===== src/rtl/ibex_pkg.sv =====
// Shared types and defaults for the bf16 multiply arbiter and the FP ALU multiplier.
package ibex_pkg;

    localparam int unsigned FP_MUL_ARB_NUM_PORTS = 2;
    localparam int unsigned FP_MUL_ARB_TAG_W     = 4;

    localparam logic [15:0] BF16_QNAN = 16'h7FC0;

    typedef enum logic [1:0] {
        IDLE = 2'd0,
        EXEC = 2'd1,
        RESP = 2'd2
    } fp_mul_arb_state_e;

    typedef enum logic [1:0] {
        FP_ALU_ADD = 2'd0,
        FP_ALU_SUB = 2'd1,
        FP_ALU_MUL = 2'd2,
        FP_ALU_DIV = 2'd3
    } fp_alu_op_e;

    // Width of a port index; a single-port arbiter still carries a 1-bit index.
    function automatic int unsigned arb_idx_w(input int unsigned n);
        return (n > 32'd1) ? 32'($clog2(n)) : 32'd1;
    endfunction

endpackage


===== src/rtl/Mult.sv =====
// Combinational bf16 multiplier: round-to-nearest-even, subnormals flushed to zero,
// NaN results canonicalised to 0x7FC0. Only FP_ALU_MUL produces a result.
module Mult
    import ibex_pkg::*;
(
    input  fp_alu_op_e  operator_i,
    input  logic [15:0] op_a_i,
    input  logic [15:0] op_b_i,
    output logic [15:0] result_o
);

    logic              sign;
    logic [7:0]        exp_a, exp_b;
    logic [6:0]        frac_a, frac_b;
    logic              a_nan, b_nan, a_inf, b_inf, a_zero, b_zero;
    logic [15:0]       prod;
    logic signed [9:0] exp_sum, exp_norm, exp_rnd;
    logic [6:0]        frac_norm, frac_rnd;
    logic              guard, sticky, round_up;
    logic [7:0]        frac_inc;

    assign sign   = op_a_i[15] ^ op_b_i[15];
    assign exp_a  = op_a_i[14:7];
    assign exp_b  = op_b_i[14:7];
    assign frac_a = op_a_i[6:0];
    assign frac_b = op_b_i[6:0];

    assign a_nan  = (exp_a == 8'hFF) && (frac_a != 7'd0);
    assign b_nan  = (exp_b == 8'hFF) && (frac_b != 7'd0);
    assign a_inf  = (exp_a == 8'hFF) && (frac_a == 7'd0);
    assign b_inf  = (exp_b == 8'hFF) && (frac_b == 7'd0);
    assign a_zero = (exp_a == 8'h00);
    assign b_zero = (exp_b == 8'h00);

    assign prod    = {8'h00, 1'b1, frac_a} * {8'h00, 1'b1, frac_b};
    assign exp_sum = $signed({2'b00, exp_a}) + $signed({2'b00, exp_b}) - 10'sd127;

    always_comb begin
        // Product of two [1,2) significands lies in [1,4); bit 15 marks the [2,4) case.
        if (prod[15]) begin
            frac_norm = prod[14:8];
            guard     = prod[7];
            sticky    = |prod[6:0];
            exp_norm  = exp_sum + 10'sd1;
        end else begin
            frac_norm = prod[13:7];
            guard     = prod[6];
            sticky    = |prod[5:0];
            exp_norm  = exp_sum;
        end
        round_up = guard & (sticky | frac_norm[0]);
        frac_inc = {1'b0, frac_norm} + {7'd0, round_up};
        exp_rnd  = frac_inc[7] ? (exp_norm + 10'sd1) : exp_norm;
        frac_rnd = frac_inc[6:0];

        result_o = 16'h0000;
        if (operator_i == FP_ALU_MUL) begin
            if (a_nan || b_nan || (a_inf && b_zero) || (b_inf && a_zero)) begin
                result_o = BF16_QNAN;
            end else if (a_inf || b_inf) begin
                result_o = {sign, 8'hFF, 7'd0};
            end else if (a_zero || b_zero) begin
                result_o = {sign, 15'd0};
            end else if (exp_rnd >= 10'sd255) begin
                result_o = {sign, 8'hFF, 7'd0};
            end else if (exp_rnd <= 10'sd0) begin
                result_o = {sign, 15'd0};
            end else begin
                result_o = {sign, exp_rnd[7:0], frac_rnd};
            end
        end
    end

endmodule


===== src/rtl/fp_mul_arbiter.sv =====
// Round-robin arbiter that feeds one shared bf16 multiplier and returns tagged results.
//   state | meaning
//   IDLE  | no operation held; grant a pending request into the operand register
//   EXEC  | multiplier driven from operand register; result registered at the edge
//   RESP  | result presented until consumed; may grant the next request on consume
module fp_mul_arbiter
    import ibex_pkg::*;
#(
    parameter int unsigned NUM_PORTS = FP_MUL_ARB_NUM_PORTS,
    parameter int unsigned TAG_W     = FP_MUL_ARB_TAG_W
) (
    input  logic                                clk_i,
    input  logic                                rst_i,
    input  logic                                flush_i,
    input  logic [NUM_PORTS-1:0]                req_valid_i,
    output logic [NUM_PORTS-1:0]                req_ready_o,
    input  logic [16*NUM_PORTS-1:0]             req_a_i,
    input  logic [16*NUM_PORTS-1:0]             req_b_i,
    input  logic [TAG_W*NUM_PORTS-1:0]          req_tag_i,
    output logic                                rsp_valid_o,
    input  logic                                rsp_ready_i,
    output logic [15:0]                         rsp_data_o,
    output logic [arb_idx_w(NUM_PORTS)-1:0]     rsp_port_o,
    output logic [TAG_W-1:0]                    rsp_tag_o,
    output logic                                rsp_nan_o,
    output logic                                rsp_inf_o
);

    localparam int unsigned PW = arb_idx_w(NUM_PORTS);

    fp_mul_arb_state_e state_q, state_d;
    logic [PW-1:0]     prio_q, prio_d;
    logic [15:0]       op_a_q, op_a_d, op_b_q, op_b_d;
    logic [PW-1:0]     op_port_q, op_port_d;
    logic [TAG_W-1:0]  op_tag_q, op_tag_d;
    logic [15:0]       res_data_q, res_data_d;
    logic [PW-1:0]     res_port_q, res_port_d;
    logic [TAG_W-1:0]  res_tag_q, res_tag_d;

    logic              grant_found, grant_en;
    logic [PW-1:0]     grant_idx;
    logic [15:0]       sel_a, sel_b;
    logic [TAG_W-1:0]  sel_tag;
    logic [15:0]       mul_res;

    Mult u_mult (
        .operator_i (FP_ALU_MUL),
        .op_a_i     (op_a_q),
        .op_b_i     (op_b_q),
        .result_o   (mul_res)
    );

    // First pass searches ports at or above the priority pointer, second pass wraps around.
    always_comb begin
        grant_found = 1'b0;
        grant_idx   = '0;
        sel_a       = '0;
        sel_b       = '0;
        sel_tag     = '0;
        for (int unsigned pass = 0; pass < 2; pass++) begin
            for (int unsigned p = 0; p < NUM_PORTS; p++) begin
                if (!grant_found && req_valid_i[PW'(p)] &&
                    ((p >= 32'(prio_q)) == (pass == 0))) begin
                    grant_found = 1'b1;
                    grant_idx   = PW'(p);
                    sel_a       = req_a_i[16*p +: 16];
                    sel_b       = req_b_i[16*p +: 16];
                    sel_tag     = req_tag_i[TAG_W*p +: TAG_W];
                end
            end
        end
    end

    always_comb begin
        state_d    = state_q;
        prio_d     = prio_q;
        op_a_d     = op_a_q;
        op_b_d     = op_b_q;
        op_port_d  = op_port_q;
        op_tag_d   = op_tag_q;
        res_data_d = res_data_q;
        res_port_d = res_port_q;
        res_tag_d  = res_tag_q;
        grant_en   = 1'b0;
        req_ready_o = '0;

        unique case (state_q)
            IDLE: grant_en = grant_found && !flush_i;
            EXEC: begin
                if (!flush_i) begin
                    res_data_d = mul_res;
                    res_port_d = op_port_q;
                    res_tag_d  = op_tag_q;
                end
                state_d = RESP;
            end
            RESP: begin
                if (rsp_ready_i) begin
                    state_d  = IDLE;
                    grant_en = grant_found && !flush_i;
                end
            end
            default: state_d = IDLE;
        endcase

        if (grant_en) begin
            state_d   = EXEC;
            op_a_d    = sel_a;
            op_b_d    = sel_b;
            op_port_d = grant_idx;
            op_tag_d  = sel_tag;
            prio_d    = (grant_idx == PW'(NUM_PORTS - 1)) ? '0 : (grant_idx + PW'(1));
            // Ready is a combinational echo of the grant, so it must not leak out during reset.
            if (!rst_i) begin
                req_ready_o[grant_idx] = 1'b1;
            end
        end

        if (flush_i) begin
            state_d = IDLE;
        end
    end

    always_ff @(posedge clk_i or posedge rst_i) begin
        if (rst_i) begin
            state_q    <= IDLE;
            prio_q     <= '0;
            op_a_q     <= '0;
            op_b_q     <= '0;
            op_port_q  <= '0;
            op_tag_q   <= '0;
            res_data_q <= '0;
            res_port_q <= '0;
            res_tag_q  <= '0;
        end else begin
            state_q    <= state_d;
            prio_q     <= prio_d;
            op_a_q     <= op_a_d;
            op_b_q     <= op_b_d;
            op_port_q  <= op_port_d;
            op_tag_q   <= op_tag_d;
            res_data_q <= res_data_d;
            res_port_q <= res_port_d;
            res_tag_q  <= res_tag_d;
        end
    end

    assign rsp_valid_o = (state_q == RESP);
    assign rsp_data_o  = res_data_q;
    assign rsp_port_o  = res_port_q;
    assign rsp_tag_o   = res_tag_q;
    assign rsp_nan_o   = (res_data_q[14:7] == 8'hFF) && (res_data_q[6:0] != 7'd0);
    assign rsp_inf_o   = (res_data_q[14:7] == 8'hFF) && (res_data_q[6:0] == 7'd0);

endmodule


===== config.mk =====
export PLATFORM = sky130hd
export DESIGN_NAME = fp_mul_arbiter
export DESIGN_NICKNAME = d
export VERILOG_FILES = /design/src/rtl/ibex_pkg.sv /design/src/rtl/Mult.sv /design/src/rtl/fp_mul_arbiter.sv
export SDC_FILE = /design/constraint.sdc
export NUM_CORES = 1
export LEC_CHECK = 0
export ABC_AREA = 1
export BUFFER_PORTS_ARGS = -buffer_cell sky130_fd_sc_hd__buf_2
export CAP_MARGIN = 10
export CELL_PAD_IN_SITES_DETAIL_PLACEMENT = 0
export CELL_PAD_IN_SITES_GLOBAL_PLACEMENT = 1
export CORE_AREA = 2 2 156 173
export DETAILED_ROUTE_END_ITERATION = 6
export DIE_AREA = 0 0 158 175
export PLACE_DENSITY_LB_ADDON = 0.1
export SYNTH_ARGS = -nofsm -noshare
export SYNTH_HDL_FRONTEND = slang
export SYNTH_HIERARCHICAL = 1
export SYNTH_SLANG_ARGS = --single-unit

===== constraint.sdc =====
create_clock -name clk_i -period 11.5 [get_ports clk_i]
set_input_delay 2.875 -clock clk_i [delete_from_list [all_inputs] [get_ports clk_i]]
set_output_delay 2.875 -clock clk_i [all_outputs]
set_load 0.02 [all_outputs]

# [After elaboration in Yosys (flattened, before gate mapping)]
# Cells that the tools add are included.
[totals] reg_bits=61 latchBits=0 ramBits=0 mem_bits_ro=0 input_bits=78 out_inout_bits=26 elab_cells=103 memories=0
[op_classes] addsub=6 mul=1 div_mod_pow=0 n_lt_le_gt_ge=5 n_eq_ne=7 n_shift=0 muxes=35 bitwise=5 n_reduce_logical=35
[op_table] operator="2-to-1 mux 16 bit" n=7
[op_table] operator="2-to-1 mux 15 bit" n=4
[op_table] operator="== test 8 bit (second input constant)" n=3
[op_table] operator="logical NOT 7 bit" n=3
[op_table] operator="nonzero test 7 bit" n=3
[op_table] operator="adder 10 x 2 -> 10 bit (second input constant)" n=2
[op_table] operator="2-to-1 mux 10 bit" n=2
[op_table] operator="logical NOT 8 bit" n=2
[op_table] operator="multiplier 8 x 8 -> 16 bit" n=1
[op_table] operator="logical AND 1 bit" n=14
[op_table] operator="2-to-1 mux 4 bit" n=3
[op_table] operator=">= comparator 10 x 9 -> 1 bit (second input constant)" n=1
[op_table] operator="<= comparator 10 x 1 -> 1 bit (second input constant)" n=1
[op_table] operator="2-to-1 mux 1 bit" n=10
[op_table] operator="2-to-1 mux 2 bit" n=5
[op_table] operator="subtractor 10 x 8 -> 10 bit (second input constant)" n=1
[op_table] operator="adder 8 x 8 -> 9 bit" n=1
[op_table] operator="adder 7 x 1 -> 8 bit" n=1
[op_table] operator="2-to-1 mux 7 bit" n=1
[op_table] operator="OR reduction 7 bit" n=1
[op_table] operator="one-hot mux 2 bit (3 select lines)" n=1
[op_table] operator="OR reduction 6 bit" n=1
[op_table] operator="logical OR 1 bit" n=5
[op_table] operator="inequality test 4 x 2 -> 1 bit (second input constant)" n=1
[op_table] operator="16 further kinds" n=20

# [Longest topological paths before layout]
# Gate-level depths: netlist of the first run.
[logic_depth] depth_word=16 mapped_depth=41 mapped_depth_nobuf=39

# [By module]
# Netlist of the first run, hierarchy kept.
[by_module_without_submodules] mod="Mult" n_inst=1 cells_each=814 area_per_inst_um2=4643.2 seq_area_each_um2=0.0
[by_module_without_submodules] mod="fp_mul_arbiter" n_inst=1 cells_each=406 area_per_inst_um2=3026.7 seq_area_each_um2=1526.5

# [Worst setup path after synthesis of the first run]
# Ideal clock, no wire load.
[synth_timing] path_kind="input to output" from="input flush_i" to="output req_ready_o[0]" t_arrival_ns=3.787 t_required_ns=8.625 setup_slack_ns=4.838 stages=4 path_buffers=1 cell_sequence="nor2_1 > nand3_2 > buf_2 > nor3_1"
[synth_between] elab_chain_len=5
[synth_rtl] element="from (decl)" line="fp_mul_arbiter.sv:14" rtl="input logic flush_i,"
[synth_rtl] element="logical NOT 1 bit *" line="fp_mul_arbiter.sv:88, fp_mul_arbiter.sv:100"
[synth_rtl] element="logical AND 1 bit *" line="fp_mul_arbiter.sv:88, fp_mul_arbiter.sv:100"
[synth_rtl] element="2-to-1 mux 1 bit" line="fp_mul_arbiter.sv:98" rtl="if (rsp_ready_i) begin"
[synth_rtl] element="one-hot mux 1 bit (2 select lines) *" line="fp_mul_arbiter.sv:87" rtl="unique case (state_q)"
[synth_rtl] element="2-to-1 mux 2 bit *" line="fp_mul_arbiter.sv:106" rtl="if (grant_en) begin"
[synth_rtl] element="to (decl)" line="fp_mul_arbiter.sv:16" rtl="output logic [NUM_PORTS-1:0] req_ready_o,"
# Mark *: on every way between the ends. The rest lies on a longest branch, timed or not.

# [Final worst setup path of the first run]
[layout_timing] from="input req_valid_i[0]" to="output req_ready_o[0]"
[layout_between] elab_chain_len=15 word_cells_on_any_way=21 classes_between="2 x order compare; 11 x mux; 8 x reduce/logical"
[layout_rtl] element="from (decl)" line="fp_mul_arbiter.sv:15" rtl="input logic [NUM_PORTS-1:0] req_valid_i,"
[layout_rtl] element="logical AND 1 bit" line="fp_mul_arbiter.sv:62" rtl="if (!grant_found && req_valid_i[PW'(p)] &&"
[layout_rtl] element="2-to-1 mux 1 bit" line="fp_mul_arbiter.sv:62"
[layout_rtl] element="logical NOT 1 bit" line="fp_mul_arbiter.sv:62"
[layout_rtl] element="logical AND 1 bit" line="fp_mul_arbiter.sv:62"
[layout_rtl] element="2-to-1 mux 1 bit" line="fp_mul_arbiter.sv:62"
[layout_rtl] element="logical NOT 1 bit" line="fp_mul_arbiter.sv:62"
[layout_rtl] element="logical AND 1 bit (2 in a row)" line="fp_mul_arbiter.sv:62"
[layout_rtl] element="2-to-1 mux 1 bit" line="fp_mul_arbiter.sv:62"
[layout_rtl] element="less-than comparator 1 x 2 -> 1 bit (implied by the code) / >= comparator 1 bit (equally long branches)" line="fp_mul_arbiter.sv:115" rtl="req_ready_o[grant_idx] = 1'b1;"
[layout_rtl] element="logical AND 1 bit (implied by the code)" line="fp_mul_arbiter.sv:115"
[layout_rtl] element="2-to-1 mux 1 bit (implied by the code)" line="fp_mul_arbiter.sv:115"
[layout_rtl] element="demux 1 bit (select 1 bit)" line="fp_mul_arbiter.sv:115"
[layout_rtl] element="2-to-1 mux 2 bit" line="fp_mul_arbiter.sv:114" rtl="if (!rst_i) begin"
[layout_rtl] element="2-to-1 mux 2 bit *" line="fp_mul_arbiter.sv:106"
# Marked as above.

==> results of run 1 <==
-- layer usage --
layer	up-vias	global-route usage, %	wire length (um)
li1	3896	-	-
met1	3258	23.40	10920
met2	108	26.16	9865
met3	10	2.282	637
met4	0	3.303	177
met5	-	0	0
-- logic make-up (layout without fill, tap and decap cells) --
logic type / Yosys count / count (layout)
and+or+nand+nor: 749 / 749
buffers and inverters: 264 / 338
adders and majority gates: 90 / 90
DFF: 61 / 61
AOI/OAI and AO/OA: 46 / 46
xor gates and xnor gates: 8 / 8
other: 2 / 2
-- cell type report --
cell class | count | area [sq um] | share of cell area [%]
inverters | 217 | 817.0 | 9.439
flip-flops and latches | 61 | 1526 | 17.64
clock inverters | 6 | 62.56 | 0.7228
multi-input cells | 895 | 5040 | 58.22
clock buffers | 10 | 239.0 | 2.761
well taps | 352 | 440.4 | 5.088
repair buffers | 105 | 530.5 | 6.129
-- Yosys cell counts (2+ instances only) --
cell type  number  area share [%]
nor3_1          8            0.52
o21ai_0        25             1.6
nor2_4          5            0.73
nand4_1        23             1.9
a21oi_1        12            0.78
fa_1           37             9.7
o21bai_1        2            0.20
conb_1          2           0.098
nor2_2          6            0.49
buf_4           4            0.39
nand3b_1        8            0.78
nor4_1          7            0.57
buf_2          19             1.2
o21ai_1         2            0.13
buf_6           8             1.2
xor2_1          6            0.69
nand2_1       473              23
inv_1         210              10
and2_1          3            0.24
ha_1           53             8.6
nand2_2         9            0.73
nor3_2          4            0.52
nor2_1         51             2.5
dfrtp_1        61              20
nand3_2         2            0.26
inv_2           5            0.24
nand2_4         4            0.59
clkbuf_1       15            0.73
xnor2_1         2            0.23
nand3_1       141             9.2
-- worst paths after layout --
path                                                   to  slack (ns)  cells past startpoint
worst max-delay path                       req_ready_o[0]        3.78                      6
worst min-delay path              op_tag_q[1]$_DFFE_PP0P_        0.49                      2
worst max register to register  rsp_data_o[3]$_DFFE_PP0P_        4.93                     33
worst min register to register    op_tag_q[1]$_DFFE_PP0P_        0.49                      2
max in group asynchronous        rsp_tag_o[0]$_DFFE_PP0P_        8.18                      3
min in group asynchronous              prio_q$_DFFE_PP0P_        2.79                      3
-- metrics by stage --
stage | power, mW | instance area (sq um) | instances | hold WS (ns) | setup WS, ns
3_3_place_gp | 1.891 | 8354 | 1630 | 0.4669 | 3.676
2_1_floorplan | 1.529 | 7670 | 1220 | 0.4470 | 4.838
3_5_place_dp | 1.883 | 8354 | 1630 | 0.4703 | 3.711
6_report | 2.136 | 8656 | 1646 | 0.4878 | 3.777
4_1_cts | 2.179 | 8656 | 1646 | 0.4849 | 3.736
5_1_grt | 2.428 | 8656 | 1646 | 0.5138 | 3.451
-- critical path: cells and delay by family --
| kind | cells | cell delay [ns] |
|---|---|---|
| and+or+nand+nor | 3 | 1.09 |
| buffers and inverters | 3 | 0.85 |
-- sequential cells by signal, indices dropped and copies added (netlist names) --
register,flops
op_port_q,1
rsp_data_o,16
rsp_tag_o,4
op_tag_q,4
op_a_q,16
state_q,2
prio_q,1
op_b_q,16
rsp_port_o,1
-- power breakdown --
part	switching, mW	internal, mW	total, mW
Sequential	0.0730	0.262	0.335
Combinational	1.02	0.511	1.53
Clock	0.102	0.173	0.274
Total	1.19	0.945	2.14
-- cell usage in the layout, fill, tap and decap left out, types with 2 or more instances in the layout --
cell	n
nand2_1	473
inv_1	209
nand3_1	141
buf_2	103
dfrtp_1	61
ha_1	53
nor2_1	51
fa_1	37
o21ai_0	25
nand4_1	23
a21oi_1	12
clkbuf_16	9
nand2_2	9
nand3b_1	8
nor3_1	8
nor4_1	7
inv_2	6
nor2_2	6
xor2_1	6
nor2_4	5
nand2_4	4
nor3_2	4
clkinvlp_4	3
and2_1	3
nand3_2	2
o21ai_1	2
clkinv_2	2
buf_4	2
xnor2_1	2
o21bai_1	2
conb_1	2
==> flow_summary_export.csv, run 1 <==
group,metric,value,unit
run_status,status,"completed",
sta,fin_worst_skew,0.005939,ns
power,peakVddDrop,0.07500,mV
global_routing,grt_max_degree,62,
final_layout,diodes,0,
final_layout,n_fill_cell,2999,
routing,route.detailed.drc,0,
routing,drt-initial-drc-count,360,
clock_network,clock_latency,0.34,ns
final_layout,post_route_cells_drive_above_1_share,12.52,%
synth,avgSynthCellArea,6.287,sq um
worst_setup_path,crit_type,"input pin to output port",
die,fp-row-count,62,
worst_setup_path,path_cells,"buf_2, inv_1, nand2_1, nand3_2, nor3_1, buf_2",
synth,async_reset_ff_share,100.0,%
routing,via_per_inst,4.418,
worst_setup_path,critPathMostFrequentCell,"buf_2",
power,p_leak,5.193,nW
sta,rsz0062_at_grt,"no",
final_layout,final_util,33.41,%
sta,finalSetupViolations,0,
synth,synthXorXnorAreaFrac,0.9135,%
clock_network,h-tree-depth,3,
synth,synthCells,1220,
clock_network,cts_root_buf,"clkbuf_16",
die,die-area,27650,sq um
worst_setup_path,critical-path-slowest-cell,"nand3_2",
die,core_area,25910,sq um
clock_network,cts_inserted_buffers,9,
sta,max_freq,0.1295,GHz
synth,synthFlopType,"dfrtp_1",
flow_run,drv_cap,0,
synth,yosysSeqAreaShare,19.90,%
sta,period_share,67.15,%
synth,synth_top_family_by_area,"simple AND/OR/NAND/NOR gates",
synth,muxShareOfSynthArea,0,%
worst_setup_path,cp-end-kind,"output port",
placed_design,gp_congestion,0.7607,
final_layout,area_growth,12.85,%
worst_setup_path,crit_fanout,43,
synth,ys_types,43,
synth,synth-adder-area-share,18.30,%
worst_setup_path,arrival,4.85,ns
global_routing,grt.overflow.total,0,
synth,yosysWarnings,6,
clock_network,cts_tree,"yes",
worst_hold_path,min_from,"op_tag_q[1]$_DFFE_PP0P_",
worst_setup_path,startpoint,"req_valid_i[0]",
die,start_util,29.60,%
routing,drt_pass1_iterations,5,
final_layout,final_nets,1457,
routing,vias,7272,
worst_setup_path,crit_required,8.63,ns
clock_network,clk_path_buf_depth,2,
clock_network,cts_setup_buffers,0,
synth,synth_nets,1388,
synth,netlist_area,7670,sq um
power,powerDensity,246.8,nW/um^2
synth,ys_ff_latch,61,
clock_network,ctsResizeCount,0,
sta,report.final.hold_viol_count,0,
placed_design,io_buffers,103,
die,ios,104,
clock_network,cts-hold-fix-buffers,0,
sta,relSlewSlack,22.41,%
global_routing,track_usage,16.32,%
worst_hold_path,hold_path_class,"flip-flop to flip-flop",
sta,fin_crit,7.723,ns
routing,routed_wl,21.60,mm
sta,slew_viol_final,0,
sta,worst_slew_pin_slew,1.161,ns
worst_setup_path,r2r-start,"op_b_q[5]$_DFFE_PP0P_",
global_routing,grt_pass1_vias,7130,
synth,synthSimpleGateAreaFrac,43.13,%
global_routing,grt_pass1_wl,36.45,mm
clock_network,cts.clk_slew.worst_paths,0.05,ns
synth,synth_compound_area_share,3.263,%
die,die_w,158,um
routing,post_drt_wl_per_cell,13.12,um
worst_setup_path,start_kind,"input pin",
routing,antenna_left,0,
clock_network,clkSinkCount,61,
synth,synth-edff-count,0,
die,die_h,175,um
worst_setup_path,slowest_delay,0.64,ns
placed_design,dpl.hpwl,17.27,mm
sta,fin_setup_tns,0,ns
global_routing,antenna_found_initial,0,
No activity file was read; power rests on OpenSTA's default activity.
==> run 2: changes to the inputs <==
==> constraint.sdc (replaced) <==
create_clock -name clk_i -period 6.5 [get_ports clk_i]
set_input_delay 1.625 -clock clk_i [delete_from_list [all_inputs] [get_ports clk_i]]
set_output_delay 1.625 -clock clk_i [all_outputs]
set_load 0.02 [all_outputs]
==> run 2 against run 1 <==
Effect of this change:
- critical path depth increased by 29
- register-to-register slack worse by 4.4 ns
- utilization grew 1.1 points
- combinational power up 90%
- sequential power up 72%
- clock-buffer cell count shrank 1
- design area up 3.4%
- hold slack lost 0.010 ns
- first-iteration DRC count is the same
- highest routed layer unchanged
- total power rose by 85%
- global-route usage increased by 0.40 points
- sequential share of layout area fell by 0.46 points
==> flow_summary_export.csv, run 2 (synthesized netlist as in run 1, its figures left out) <==
group,metric,value,unit
final_layout,final_cells,1676,
routing,via_per_inst,4.462,
sta,fin_worst_skew,0.01027,ns
die,die-area,27650,sq um
worst_hold_path,hold_path_class,"flip-flop to flip-flop",
die,die_h,175,um
global_routing,grt_pass1_wl,37.06,mm
die,die_w,158,um
clock_network,cts_tree,"yes",
routing,drt_pass1_iterations,5,
global_routing,met3_usage,1.835,%
final_layout,post_route_cells_drive_above_1_share,15.79,%
placed_design,dpl.hpwl,17.99,mm
global_routing,grt_max_degree,62,
final_layout,seqCellArea,1538,sq um
die,ios,104,
placed_design,gp_congestion,0.7956,
sta,hold_slack,0.4775,ns
worst_setup_path,arrival,6.19,ns
clock_network,clk_path_buf_depth,2,
routing,routed_wl,22.33,mm
die,fp-row-count,62,
sta,report.final.hold_viol_count,0,
routing,route.detailed.drc,0,
clock_network,clock_latency,0.33,ns
clock_network,h-tree-depth,3,
sta,slew_viol_final,0,
final_layout,final_common_cell,"nand2_1",
sta,fin_crit,5.941,ns
final_layout,final_nets,1488,
global_routing,track_usage,16.72,%
sta,finalSetupViolations,0,
global_routing,use_met2,27.61,%
worst_setup_path,critical-path-slowest-cell,"fa_1",
global_routing,grt_pass1_vias,7224,
clock_network,cts_root_buf,"clkbuf_16",
sta,worst_slew_pin_slew,1.123,ns
die,core_area,25910,sq um
routing,antenna_left,0,
routing,drt-initial-drc-count,360,
flow_run,drv_cap,0,
clock_network,clkSinkCount,61,
clock_network,cts_inserted_buffers,9,
final_layout,diodes,0,
run_status,status,"completed",
final_layout,n_fill_cell,2963,
worst_setup_path,crit_type,"flip-flop to flip-flop",
power,peakVddDrop,0.1194,mV
worst_setup_path,slowest_delay,0.52,ns
worst_setup_path,start_kind,"flip-flop",
global_routing,antenna_found_initial,0,
worst_setup_path,crit_required,6.75,ns
worst_setup_path,cp-end-kind,"flip-flop",
worst_setup_path,critPathMostFrequentCell,"nand2_1",
placed_design,io_buffers,103,
clock_network,cts.clk_slew.worst_paths,0.05,ns
sta,fin_setup_tns,0,ns
power,powerDensity,441.7,nW/um^2
power,p_total,3.954,mW
worst_setup_path,crit_fanout,14,
die,start_util,29.60,%
power,p_leak,5.316,nW
routing,vias,7478,
placed_design,dp_cells,1638,
sta,relSlewSlack,24.94,%
final_layout,area_growth,16.70,%
sta,period_share,91.39,%
global_routing,grt.met1_usage,23.76,%
global_routing,grt.overflow.total,0,
final_layout,final_util,34.55,%
final_layout,final_cell_mix,"nand2_1 (471), inv_1 (209), nand3_1 (140), buf_2 (103), dfrtp_1 (52)",
sta,max_freq,0.1683,GHz
routing,post_drt_wl_per_cell,13.32,um
final_layout,multi_input_area,5114,sq um
global_routing,busiest_layer,"met2",
-- run 2: power by group --
group / internal, mW / switching [mW]
registers: 0.467 / 0.111
logic: 0.975 / 1.93
clock network: 0.293 / 0.176
-- run 2: critical path, delay by kind of cell, from the launching register on --
family / cells / cell delay (ns)
adder cells (fa/ha/maj): 5 / 2.34
buffers and inverters: 10 / 0.80
flip-flops: 1 / 0.47
AND/OR/NAND/NOR: 19 / 2.08
AO/OA/AOI/OAI: 1 / 0.17
-- run 2: stage by stage --
step,setup slack [ns],instance area [sq um]
detailed placement,0.07234,8414
CTS,0.05260,8705
finish,0.5594,8951
global route,-0.002918,8951
floorplan,0.8683,7670
global placement,0.1209,8414
-- run 2: final timing paths --
| kind | startpoint | to | slack [ns] | cells after the start |
|---|---|---|---|---|
| worst max register to register | op_a_q[1]$_DFFE_PP0P_ | rsp_data_o[0]$_DFFE_PP0P_ | 0.56 | 35 |
| worst min-delay path | op_tag_q[1]$_DFFE_PP0P_ | op_tag_q[1]$_DFFE_PP0P_ | 0.48 | 2 |
| worst min register to register | op_tag_q[1]$_DFFE_PP0P_ | op_tag_q[1]$_DFFE_PP0P_ | 0.48 | 2 |
| worst max-delay path | op_a_q[1]$_DFFE_PP0P_ | rsp_data_o[0]$_DFFE_PP0P_ | 0.56 | 35 |
| max in group asynchronous | rst_i | op_a_q[1]$_DFFE_PP0P_ | 4.38 | 3 |
| min in group asynchronous | rst_i | op_port_q$_DFFE_PP0P_ | 1.54 | 3 |
-- run 2: cell type report --
cell class,count,area share [%]
clock buffer,9,2.516
clock inverter,6,0.7269
inverter,217,9.198
multi-input combinational,897,57.13
sequential,61,17.18
tap,352,4.920
timing repair buffer,134,8.331
-- run 2: metal layers --
layer	vias to the layer above	part of all wire, %
met3	9	2.3
li1	3953	-
met1	3417	50
met4	0	0.72
met5	-	0
met2	99	47
-- run 2: repair_timing --
action,in CTS,in global routing
endpoints found under the setup margin,0,15
hold buffers,0,0
resized for setup,0,21
setup buffers,0,21
